`config.mk`:
```
export PLATFORM = sky130hd
export DESIGN_NAME = pipeline_stall_ctrl
export DESIGN_NICKNAME = d
export VERILOG_FILES = /design/src/rtl/pipeline_stall_ctrl.sv
export SDC_FILE = /design/constraint.sdc
export NUM_CORES = 1
export LEC_CHECK = 0
export CAP_MARGIN = 20
export CORE_ASPECT_RATIO = 1.4
export CORE_MARGIN = 1.5
export CORE_UTILIZATION = 45
export CTS_BUF_LIST = sky130_fd_sc_hd__clkbuf_16
export CTS_CLUSTER_DIAMETER = 50
export DETAILED_ROUTE_END_ITERATION = 10
export PLACE_DENSITY_LB_ADDON = 0.2
export SYNTH_ARGS = -nofsm -noshare
export SYNTH_HDL_FRONTEND = slang
export SYNTH_SLANG_ARGS = --single-unit
```
`constraint.sdc`:
```
create_clock -name clk -period 4.6 [get_ports clk]
set_clock_uncertainty 0.05 [all_clocks]
set_input_delay 1.15 -clock clk [delete_from_list [all_inputs] [get_ports clk]]
set_output_delay 1.15 -clock clk [all_outputs]
set_load 0.01 [all_outputs]
```
`src/rtl/pipeline_stall_ctrl.sv`:
```
// IF/ID pipeline register with hazard stall, redirect flush, stall FSM and error/statistics counters.
// PCWrite/Bubble_ID_EX are combinational; IF/ID and status update on the next edge. Stall holds IF/ID and the PC.
module pipeline_stall_ctrl #(
    parameter int          MAX_STALL = 3,
    parameter logic [31:0] NOP_WORD  = 32'h00000000
) (
    input  logic        clk,
    input  logic        reset,
    input  logic        HazardControl,
    input  logic [2:0]  PCSource,
    input  logic [31:0] Instruction_IF,
    input  logic [31:0] PC_plus4_IF,
    output logic        PCWrite,
    output logic [31:0] Instruction_IF_ID,
    output logic [31:0] PC_plus4_IF_ID,
    output logic        Bubble_ID_EX,
    output logic        Stalled,
    output logic        StallTimeout,
    output logic [15:0] StallCount,
    output logic [15:0] FlushCount
);

    typedef enum logic {RUN, STALL} state_t;

    localparam logic [31:0] MAX_STALL_U = 32'(MAX_STALL);

    state_t      state;
    logic [2:0]  pc_sel;
    logic        is_branch;
    logic        redirect;
    logic        stall;
    logic [3:0]  consec_cnt;
    logic [31:0] consec_next;

    // Reserved select codes behave exactly like sequential fetch.
    assign pc_sel    = (PCSource[2:1] == 2'b11) ? 3'b000 : PCSource;
    assign is_branch = (pc_sel == 3'b001);
    // A jr still waiting on its operand must not redirect until the hazard clears.
    assign redirect  = is_branch || (pc_sel == 3'b011) || (pc_sel == 3'b100) ||
                       (pc_sel == 3'b101) || ((pc_sel == 3'b010) && !HazardControl);
    assign stall     = HazardControl && !is_branch;

    assign PCWrite      = !stall;
    assign Bubble_ID_EX = HazardControl || is_branch;
    assign Stalled      = (state == STALL);

    assign consec_next = {28'd0, consec_cnt} + 32'd1;

    always_ff @(posedge clk) begin
        if (!reset) begin
            Instruction_IF_ID <= NOP_WORD;
            PC_plus4_IF_ID    <= 32'd0;
            state             <= RUN;
            consec_cnt        <= 4'd0;
            StallTimeout      <= 1'b0;
            StallCount        <= 16'd0;
            FlushCount        <= 16'd0;
        end else begin
            if (redirect) begin
                Instruction_IF_ID <= NOP_WORD;
                PC_plus4_IF_ID    <= PC_plus4_IF;
            end else if (!stall) begin
                Instruction_IF_ID <= Instruction_IF;
                PC_plus4_IF_ID    <= PC_plus4_IF;
            end

            state <= stall ? STALL : RUN;

            if (stall) begin
                if (consec_cnt != 4'hF) begin
                    consec_cnt <= consec_cnt + 4'd1;
                end
                if (consec_next > MAX_STALL_U) begin
                    StallTimeout <= 1'b1;
                end
            end else begin
                consec_cnt <= 4'd0;
            end

            if (stall && (StallCount != 16'hFFFF)) begin
                StallCount <= StallCount + 16'd1;
            end
            if (redirect && (FlushCount != 16'hFFFF)) begin
                FlushCount <= FlushCount + 16'd1;
            end
        end
    end

endmodule

```
Word level (Yosys, flattened, before mapping)

Cells that the tools add are included.

Magnitude comparators: 1
Add/subtract/negate cells: 4
Bitwise gates (word level): 1
Reduce and logical (&&, ||, !) cells: 15
Eq/ne operators: 10
Multiplexer cells: 4

Operators with widths:

| cell                    | number |
|---|---|
| $mux W32                | 2 |
| $add A16 B1 Y16 const B | 2 |
| $ne A16 B16 Y1 const B  | 2 |
| $eq A3 B2 Y1 const B    | 2 |
| $eq A3 B3 Y1 const B    | 2 |
| $add A4 B1 Y5 const B   | 1 |
| $gt A5 B2 Y1 const B    | 1 |
| $logic_or A1 B1 Y1      | 5 |
| $add A4 B1 Y4 const B   | 1 |
| $logic_and A1 B1 Y1     | 4 |
| $ne A4 B4 Y1 const B    | 1 |
| $reduce_and A2 Y1       | 2 |
| $eq A3 B1 Y1 const B    | 1 |
| $logic_not A1 Y1        | 3 |
| $mux W3                 | 1 |
| $eq A2 B2 Y1 const B    | 1 |
| $ne A2 B2 Y1 const B    | 1 |
| $reduce_or A2 Y1        | 1 |
| $mux W1                 | 1 |
| $not A1 Y1              | 1 |

Output and inout port bits: 100
Logic and storage cells: 42
Bits in registers: 102
Input port bits: 70

Logic depth before layout (Yosys ltp)

Gate-level depths: netlist (run 1).

Depth after elaboration: 8
Depth in mapped cells: 8
Mapped depth without buffers: 5

Worst setup path after synthesis (run 1)

No wires, ideal clock.

Path kind: input port to output port
From: in PCSource[1]
To: out PCWrite
Slack: 1.251 ns
Required time: 3.400 ns
Buffers on the path: 3
Arrival: 2.149 ns
Stages: 6
Cells stage by stage: or3b_4 > and2_4 > buf_6 > inv_6 > buf_12 > buf_12

Word-level cells in the longest chain between the ends: 6

Ends and longest elaborated chain:

| what                    | RTL line | RTL |
|---|---|---|
| start: declaration      | 10       | `input logic [2:0] PCSource,` |
| $eq A2 B2 Y1            | 36       | `assign pc_sel = (PCSource[2:1] == 2'b11) ? 3'b000 : PCSource;` |
| $mux W3 (*)             | 36       |  |
| $eq A3 B1 Y1 (*)        | 37       | `assign is_branch = (pc_sel == 3'b001);` |
| $logic_not A1 Y1 (*)    | 41       | `assign stall = HazardControl && !is_branch;` |
| $logic_and A1 B1 Y1 (*) | 41       |  |
| $logic_not A1 Y1 (*)    | n/a      |  |
| end: declaration        | 13       | `output logic PCWrite,` |

Mark *: on every way between the ends. The rest lies on a longest branch, timed or not.

Worst setup path in the final report (run 1)

Same ends and word-level chain as after synthesis.

==> reports/results.txt, run 1 <==
The class of the tightest hold or removal check was flop to flop. TritonCTS built the clock tree. The sum of net half-perimeters after detailed placement is 8.24 mm. Clock-pin slew was measured on the worst setup and hold paths at 0.07 ns. Counting flops with a built-in enable in the synthesized netlist gives 0.

The run gives 0 as the hold buffer count at CTS. Counting the buffers created by CTS gives 9. Source-to-sink clock delay at the later pin of the worst-skew pair: 0.34 ns.

Along the worst path, the maximum fanout reaches 5. The tools report the depth of the CTS H-tree as 3. The tools report the instance count of the mapped netlist as 518. For this block, the initial DRC count from the detailed router was 159.

Yosys printed 0 warnings. For the final setup violation count, the log shows 0. The starting density of the core is 0.460, and the average wire per standard cell is 14.8 um. Entering global routing, the biggest net connects 45 pins. The startpoint identified for the worst register-to-register timing path is FlushCount[1]$_SDFFE_PN0P_. The cell at the root of the clock tree is sky130_fd_sc_hd__clkbuf_16.

STA classifies the critical path endpoint as a primary output. The wire length of the first global-routing pass was 18.8 mm. The share of cells above drive strength 1 works out to 0.0601. The width of the die is 85.9 um, and the required time of the critical path is 3.40 ns. The met3 layer usage reported by global route came out at 0.0388. The run gives 0 as the global-route congestion overflow total. The cell with the most instances after synthesis is sky130_fd_sc_hd__nand2_1. The global-route usage over all layers came out at 0.227. The proportion of register bits with asynchronous set or reset after synthesis was 0; the hold violation count in the final report was 0. Total power for the finished layout comes to 1.91 mW. The I/O pin count came out at 170. For the via count of the routed design, the log shows 4259. Compared with the post-synthesis result, the final layout area differs by 45.8%. Mean cell area of the mapped netlist: 8.36 um2. The worst slew margin relative to its limit was 0.420.

The post-route standard cell area excluding fillers came out at 0.00631 mm2. For the sequential cell area fraction in the yosys report, the log shows 0.472. The run gives 0 as the max-slew violation count.

In this run the most critical hold path is launched from Instruction_IF_ID[12]$_SDFFE_PP0N_. In the final design database the tool counted 751 nets. The biggest area contributor in the post-synthesis netlist is sky130_fd_sc_hd__dfxtp_1. Counting every net in the synthesized netlist gives 592. The repair_antennas step left the layout with diodes totalling 0. Post-CTS timing repair inserted 0 buffers for setup. Total die area: 0.0102 mm2. The portion of synthesized cell area occupied by the leading cell type is 0.472, and the routing usage on met2 is 0.391. The total negative slack was 0 ns. The worst register-to-register path has a setup slack of 2.56 ns.

The critical path in this run is classified as input port to primary output. The total length of routed wires was 11.7 mm; the maximum resistive drop on vdd was 0.000241 V. The flow ran to the end, and the final reports show no timing, DRC or antenna violations. The tool flagged a number of max-cap violations equal to 0.

For this design the static power due to leakage is 2.25 nW. The worst hold path passes through 2 cells. By count the netlist is led by sky130_fd_sc_hd__nand2_1, sky130_fd_sc_hd__dfxtp_1, sky130_fd_sc_hd__a21oi_1, sky130_fd_sc_hd__clkbuf_1, sky130_fd_sc_hd__nand2b_1.

Dividing total power by cell area gives a power density of 303 mW/mm2. The y dimension of the die was 119 um; the area of the mapped netlist was 0.00433 mm2. Maximum root-to-sink buffer count: 2.

By area the synthesized netlist is led by sky130_fd_sc_hd__dfxtp_1, sky130_fd_sc_hd__nand2_1, sky130_fd_sc_hd__a21oi_1, sky130_fd_sc_hd__mux2i_1, sky130_fd_sc_hd__nand2b_1. The detail route stage leaves a number of antenna-violating nets equal to 0. The worst-case hold path end point was Instruction_IF_ID[12]$_SDFFE_PP0N_. The initialized floorplan defines 42 standard-cell rows. Setup repair after global routing left no endpoint under its margin. The synthesized design contains 102 register bits.

The critical path startpoint category was an input port. The first TritonRoute pass finished after 4 iterations. At the end of routability-driven placement, the weighted congestion stood at 0.828.

The tools report the TritonCTS sink count as 102. The share of the clock period used by the worst path was 0.892. In this run the critical register-to-register path is captured at FlushCount[6]$_SDFFE_PN0P_. The final critical path time including I/O delays and setup is 4.10 ns, and the area of the core is 0.00941 mm2. The vias per cell was 5.38; the number of port buffers was 169. The logs give 0 for the initial antenna violation count and 0.00603 mm2 for the placed instance area. The slew at the pin with the worst max-slew slack is 0.864 ns. Most used routing layer: met2. Across all hold checks on the routed design, the worst slack comes to 0.399 ns. The routing usage on met1 was 0.276; the DRC violation count after routing was 0.

In this run, post-CTS repair resized a total of 0 instances. The worst slack after detailed placement came out at 0.497 ns. For this run, the leading register cell type out of synthesis is sky130_fd_sc_hd__dfxtp_1. Timing would allow up to 0.244 GHz. The logs give 3923 for the number of global-route vias before repair and 2.90 ns for the arrival time reported for the critical path endpoint. Setup slack after layout: 0.499 ns. The number of cell instances on the worst register-to-register path was 5; the number of library cell types mapped by synthesis was 52.
-- power by group --
group	switching [mW]	internal (mW)
combinational	0.115	0.140
sequential	0.0198	0.916
clock	0.347	0.375
total	0.482	1.43
-- layout make-up --
type	instances	area, um2
Timing Repair Buffer	177	1750
Fill cell	797	3090
Inverter	11	46.3
Multi-Input combinational cell	376	2060
Clock buffer	9	225
Clock inverter	7	55.1
Tap cell	110	138
Sequential cell	102	2040
-- placed cells by master (no fill, tap or decap), types with 2 or more instances in the layout --
cell	instances
sky130_fd_sc_hd__or3_1	2
sky130_fd_sc_hd__a31oi_1	3
sky130_fd_sc_hd__clkinv_2	2
sky130_fd_sc_hd__o41ai_1	3
sky130_fd_sc_hd__inv_6	4
sky130_fd_sc_hd__a21oi_2	4
sky130_fd_sc_hd__clkbuf_16	9
sky130_fd_sc_hd__clkdlybuf4s50_1	169
sky130_fd_sc_hd__a21oi_1	74
sky130_fd_sc_hd__ha_1	4
sky130_fd_sc_hd__o21ai_0	5
sky130_fd_sc_hd__a2111oi_0	3
sky130_fd_sc_hd__nor4b_1	2
sky130_fd_sc_hd__nand2_1	157
sky130_fd_sc_hd__o21a_1	2
sky130_fd_sc_hd__nand4_1	7
sky130_fd_sc_hd__and3_1	3
sky130_fd_sc_hd__o31a_1	2
sky130_fd_sc_hd__o31ai_1	6
sky130_fd_sc_hd__and2_1	2
sky130_fd_sc_hd__nor2_1	6
sky130_fd_sc_hd__nand3_1	12
sky130_fd_sc_hd__inv_1	10
sky130_fd_sc_hd__buf_4	8
sky130_fd_sc_hd__mux2i_1	13
sky130_fd_sc_hd__nor4_1	8
sky130_fd_sc_hd__nand2b_1	15
sky130_fd_sc_hd__nor3_1	7
sky130_fd_sc_hd__a211oi_1	8
sky130_fd_sc_hd__and4_1	2
sky130_fd_sc_hd__or4_1	7
sky130_fd_sc_hd__dfxtp_1	102
-- worst max-delay path, cell delays in order --
cell	delay, ns
sky130_fd_sc_hd__clkdlybuf4s50_1	0.47
sky130_fd_sc_hd__or3b_4	0.48
sky130_fd_sc_hd__and2_4	0.20
sky130_fd_sc_hd__inv_6	0.04
sky130_fd_sc_hd__clkdlybuf4s50_1	0.55
-- through the flow --
step / std cells / util
finish: 792 / 0.671
global route: 792 / 0.671
CTS: 792 / 0.671
detailed placement: 776 / 0.641
global placement: 776 / 0.641
floorplan: 518 / -
-- state kept, by name (all words and copies together) (netlist names) --
signal	flops
PC_plus4_IF_ID	32
Instruction_IF_ID	32
consec_cnt	4
Stalled	1
StallCount	16
StallTimeout	1
FlushCount	16
-- routing by layer --
layer,up-vias,part of all wire
met5,-,0
met4,0,0.028
met3,28,0.052
met2,156,0.50
met1,1960,0.42
li1,2115,-
-- cells by family after synthesis --
kind of cell | after synthesis | share of synthesized area
mux | 13 | 0.0301
flops | 102 | 0.472
simple gates | 239 | 0.262
fa+ha+maj | 4 | 0.0116
compound gates | 119 | 0.167
xor+xnor | 1 | 0.00202
buf+inv | 40 | 0.0552
-- worst max-delay path by stage --
stage,to,from,cells past startpoint
2_1_floorplan,PCWrite,PCSource[1],6
3_3_place_gp,PCWrite,PCSource[1],5
3_5_place_dp,PCWrite,PCSource[1],5
4_1_cts,PCWrite,PCSource[1],5
5_1_grt,PCWrite,PCSource[1],5
6_report,PCWrite,PCSource[1],5
No activity file was read; power rests on OpenSTA's default activity.
==> run 2, diff against run 1 <==
- PLACE_DENSITY: not set -> 0.82
- PLACE_DENSITY_LB_ADDON: 0.2 -> not set
==> run 2 against run 1 <==
Count of clock-buffer cells in the layout stayed put. Via count is essentially flat. Combinational power about the same. Register-to-register slack got worse by 0.26 ns. Critical endpoint unchanged.
==> reports/results.txt, run 2 (synthesized netlist as in run 1, its figures left out) <==
The starting density of the core was 0.460 (unchanged). The tools report the max-slew violation count as 0 (unchanged). The global-route usage over all layers is 0.226 (-0.000427). The setup slack after layout was 0.501 ns (+0.00252 ns).

Tracing the worst setup path back leads to its startpoint at PCSource[1]. Final antenna diode count: 0 (unchanged). The wire length of the first global-routing pass is 18.8 mm (about the same), and the routability-driven placement congestion ratio is 0.869 (+5.0%).

The static leakage power is 2.25 nW (about the same). For the DRC violation count after routing, the log shows 0 (unchanged). The flow ran to the end, and the final reports show no timing, DRC or antenna violations. The share of the clock period used by the worst path was 0.891 (about the same); the violation count after the first detailed-route iteration was 277 (+74%).

The run gives 2.90 ns (about the same) as the arrival time reported for the critical path endpoint. The largest registers in the layout are Instruction_IF_ID (32), PC_plus4_IF_ID (32). The placed instance area was 0.00603 mm2 (unchanged); the hold violation count in the final report was 0 (unchanged). The number of buffers inserted during clock tree synthesis is 9 (unchanged), and the worst slack after detailed placement is 0.495 ns (-0.00196 ns).

The initial antenna violation count is 0 (unchanged), and the area of the core is 0.00941 mm2 (unchanged). The run gives 0 (unchanged) as the count of nets left with antenna violations after detail routing. The row count is 42 (unchanged), and the total negative slack is 0 ns (unchanged).

The tools report the source-to-sink clock delay at the later pin of the worst-skew pair as 0.33 ns (about the same). The number of post-CTS setup repair buffers came out at 0 (unchanged). The sum of net half-perimeters after detailed placement came out at 8.30 mm (+0.71%). The required time of the critical path is 3.40 ns (about the same), and the post-route total power is 1.90 mW (-0.79%). The type of the worst setup path was input port to primary output. The clock transition time at the flip-flop clock pins of the worst setup and hold paths came out at 0.06 ns (about the same). The most common library cell in the layout ignoring fill and taps is sky130_fd_sc_hd__clkdlybuf4s50_1. The highest net fanout along the worst path was 5 (unchanged); the y dimension of the die was 119 um (unchanged). The tightest min-delay check is of the flop to flop type. The number of global-route vias before repair came out at 3981 (+1.5%). The final setup violation count came out at 0 (unchanged). The maximum clock frequency is 0.244 GHz (about the same). The depth of the CTS H-tree came out at 3 (unchanged). The tools report the total length of routed wires as 11.6 mm (-0.96%).

Number of nets in the layout: 751 (unchanged). Average wire per standard cell: 14.7 um (-0.70%). The tools report the global-route congestion overflow total as 0 (unchanged).

The area growth from synthesis to layout was 45.6%; the cell area power density was 301 mW/mm2 (-0.63%). Setup repair after global routing left no endpoint under its margin. The count of cells resized by post-cts repair came out at 0 (unchanged).

The tools report the element type at the critical path end as a primary output. For the worst slew margin relative to its limit, the log shows 0.434 (+0.0140). The top cell types in the final layout, fill and taps aside, are sky130_fd_sc_hd__clkdlybuf4s50_1, sky130_fd_sc_hd__nand2_1, sky130_fd_sc_hd__dfxtp_1. The tools report the worst min-delay path startpoint as PC_plus4_IF_ID[6]$_SDFFE_PN0P_. The tools report the maximum number of pins on one net before global-route repair as 39 (-13%). The startpoint identified for the worst register-to-register timing path is FlushCount[0]$_SDFFE_PN0P_. TritonCTS built the clock tree. The vias per cell was 5.39 (+0.18%); the max-cap check violation count was 0 (unchanged). The run gives 0 (unchanged) as the hold buffer count at CTS. The critical path startpoint category is an input port. The logs give 4256 (-0.070%) for the via count of the routed design and 2 (unchanged) for the maximum root-to-sink buffer count. The number of port buffers was 169 (unchanged); the maximum resistive drop on vdd was 0.000176 V (-27%). The tools report the total die area as 0.0102 mm2 (unchanged). The tools report the detailed-routing iteration count for the pre-antenna-repair pass as 6 (+2). The TritonCTS sink count was 102 (unchanged); the slew at the pin with the worst max-slew slack was 0.843 ns (-0.0208 ns).

The I/O pin count was 170 (unchanged); the final critical path time including I/O delays and setup was 4.10 ns (-0.00252 ns). In this run the clock root is driven by a sky130_fd_sc_hd__clkbuf_16. The width of the die was 85.9 um (unchanged). The tools report the post-route standard cell area excluding fillers as 0.00630 mm2 (-0.16%). The share of cells above drive strength 1 works out to 0.0515 (-0.00865).
## run 2: worst paths after layout
kind         cells after the start                        endpoint  slack (ns)
min                              2  PC_plus4_IF_ID[6]$_SDFFE_PN0P_        0.40
max                              5                         PCWrite        0.50
max reg2reg                      6      FlushCount[0]$_SDFFE_PN0P_        2.30
min reg2reg                      2  PC_plus4_IF_ID[6]$_SDFFE_PN0P_        0.40
## run 2: area by class of cell
class,instances,area (um2)
Inverter,11,46.3
Fill cell,774,3100
Multi-Input combinational cell,376,2060
Clock buffer,9,225
Sequential cell,102,2040
Clock inverter,5,45.0
Tap cell,110,138
Timing Repair Buffer,177,1750
## run 2: worst max-delay path, stage by stage
cell                              delay (ns)
sky130_fd_sc_hd__clkdlybuf4s50_1        0.47
sky130_fd_sc_hd__or3b_4                 0.47
sky130_fd_sc_hd__and2_4                 0.20
sky130_fd_sc_hd__inv_6                  0.04
sky130_fd_sc_hd__clkdlybuf4s50_1        0.56
## run 2: power breakdown
group | total, mW | switching [mW] | internal, mW | leakage [nW]
logic | 0.255 | 0.114 | 0.141 | 1.28
registers | 0.937 | 0.0205 | 0.917 | 0.833
clock network | 0.706 | 0.298 | 0.408 | 0.139
total | 1.90 | 0.433 | 1.47 | 2.25
## run 2: stage by stage
stage	std cells	util	hold slack (ns)
after floorplan	518	-	0.426
after global placement	776	0.641	0.388
after detailed placement	776	0.641	0.393
after CTS	790	0.670	0.401
after global routing	790	0.670	0.414
final	790	0.670	0.398
## run 2: routing by layer
metal / track usage / vias up / part of all wire
li1: - / 2119 / -
met2: 0.390 / 135 / 0.51
met3: 0.0367 / 31 / 0.043
met1: 0.273 / 1971 / 0.41
met4: 0.101 / 0 / 0.032
met5: 0 / - / 0
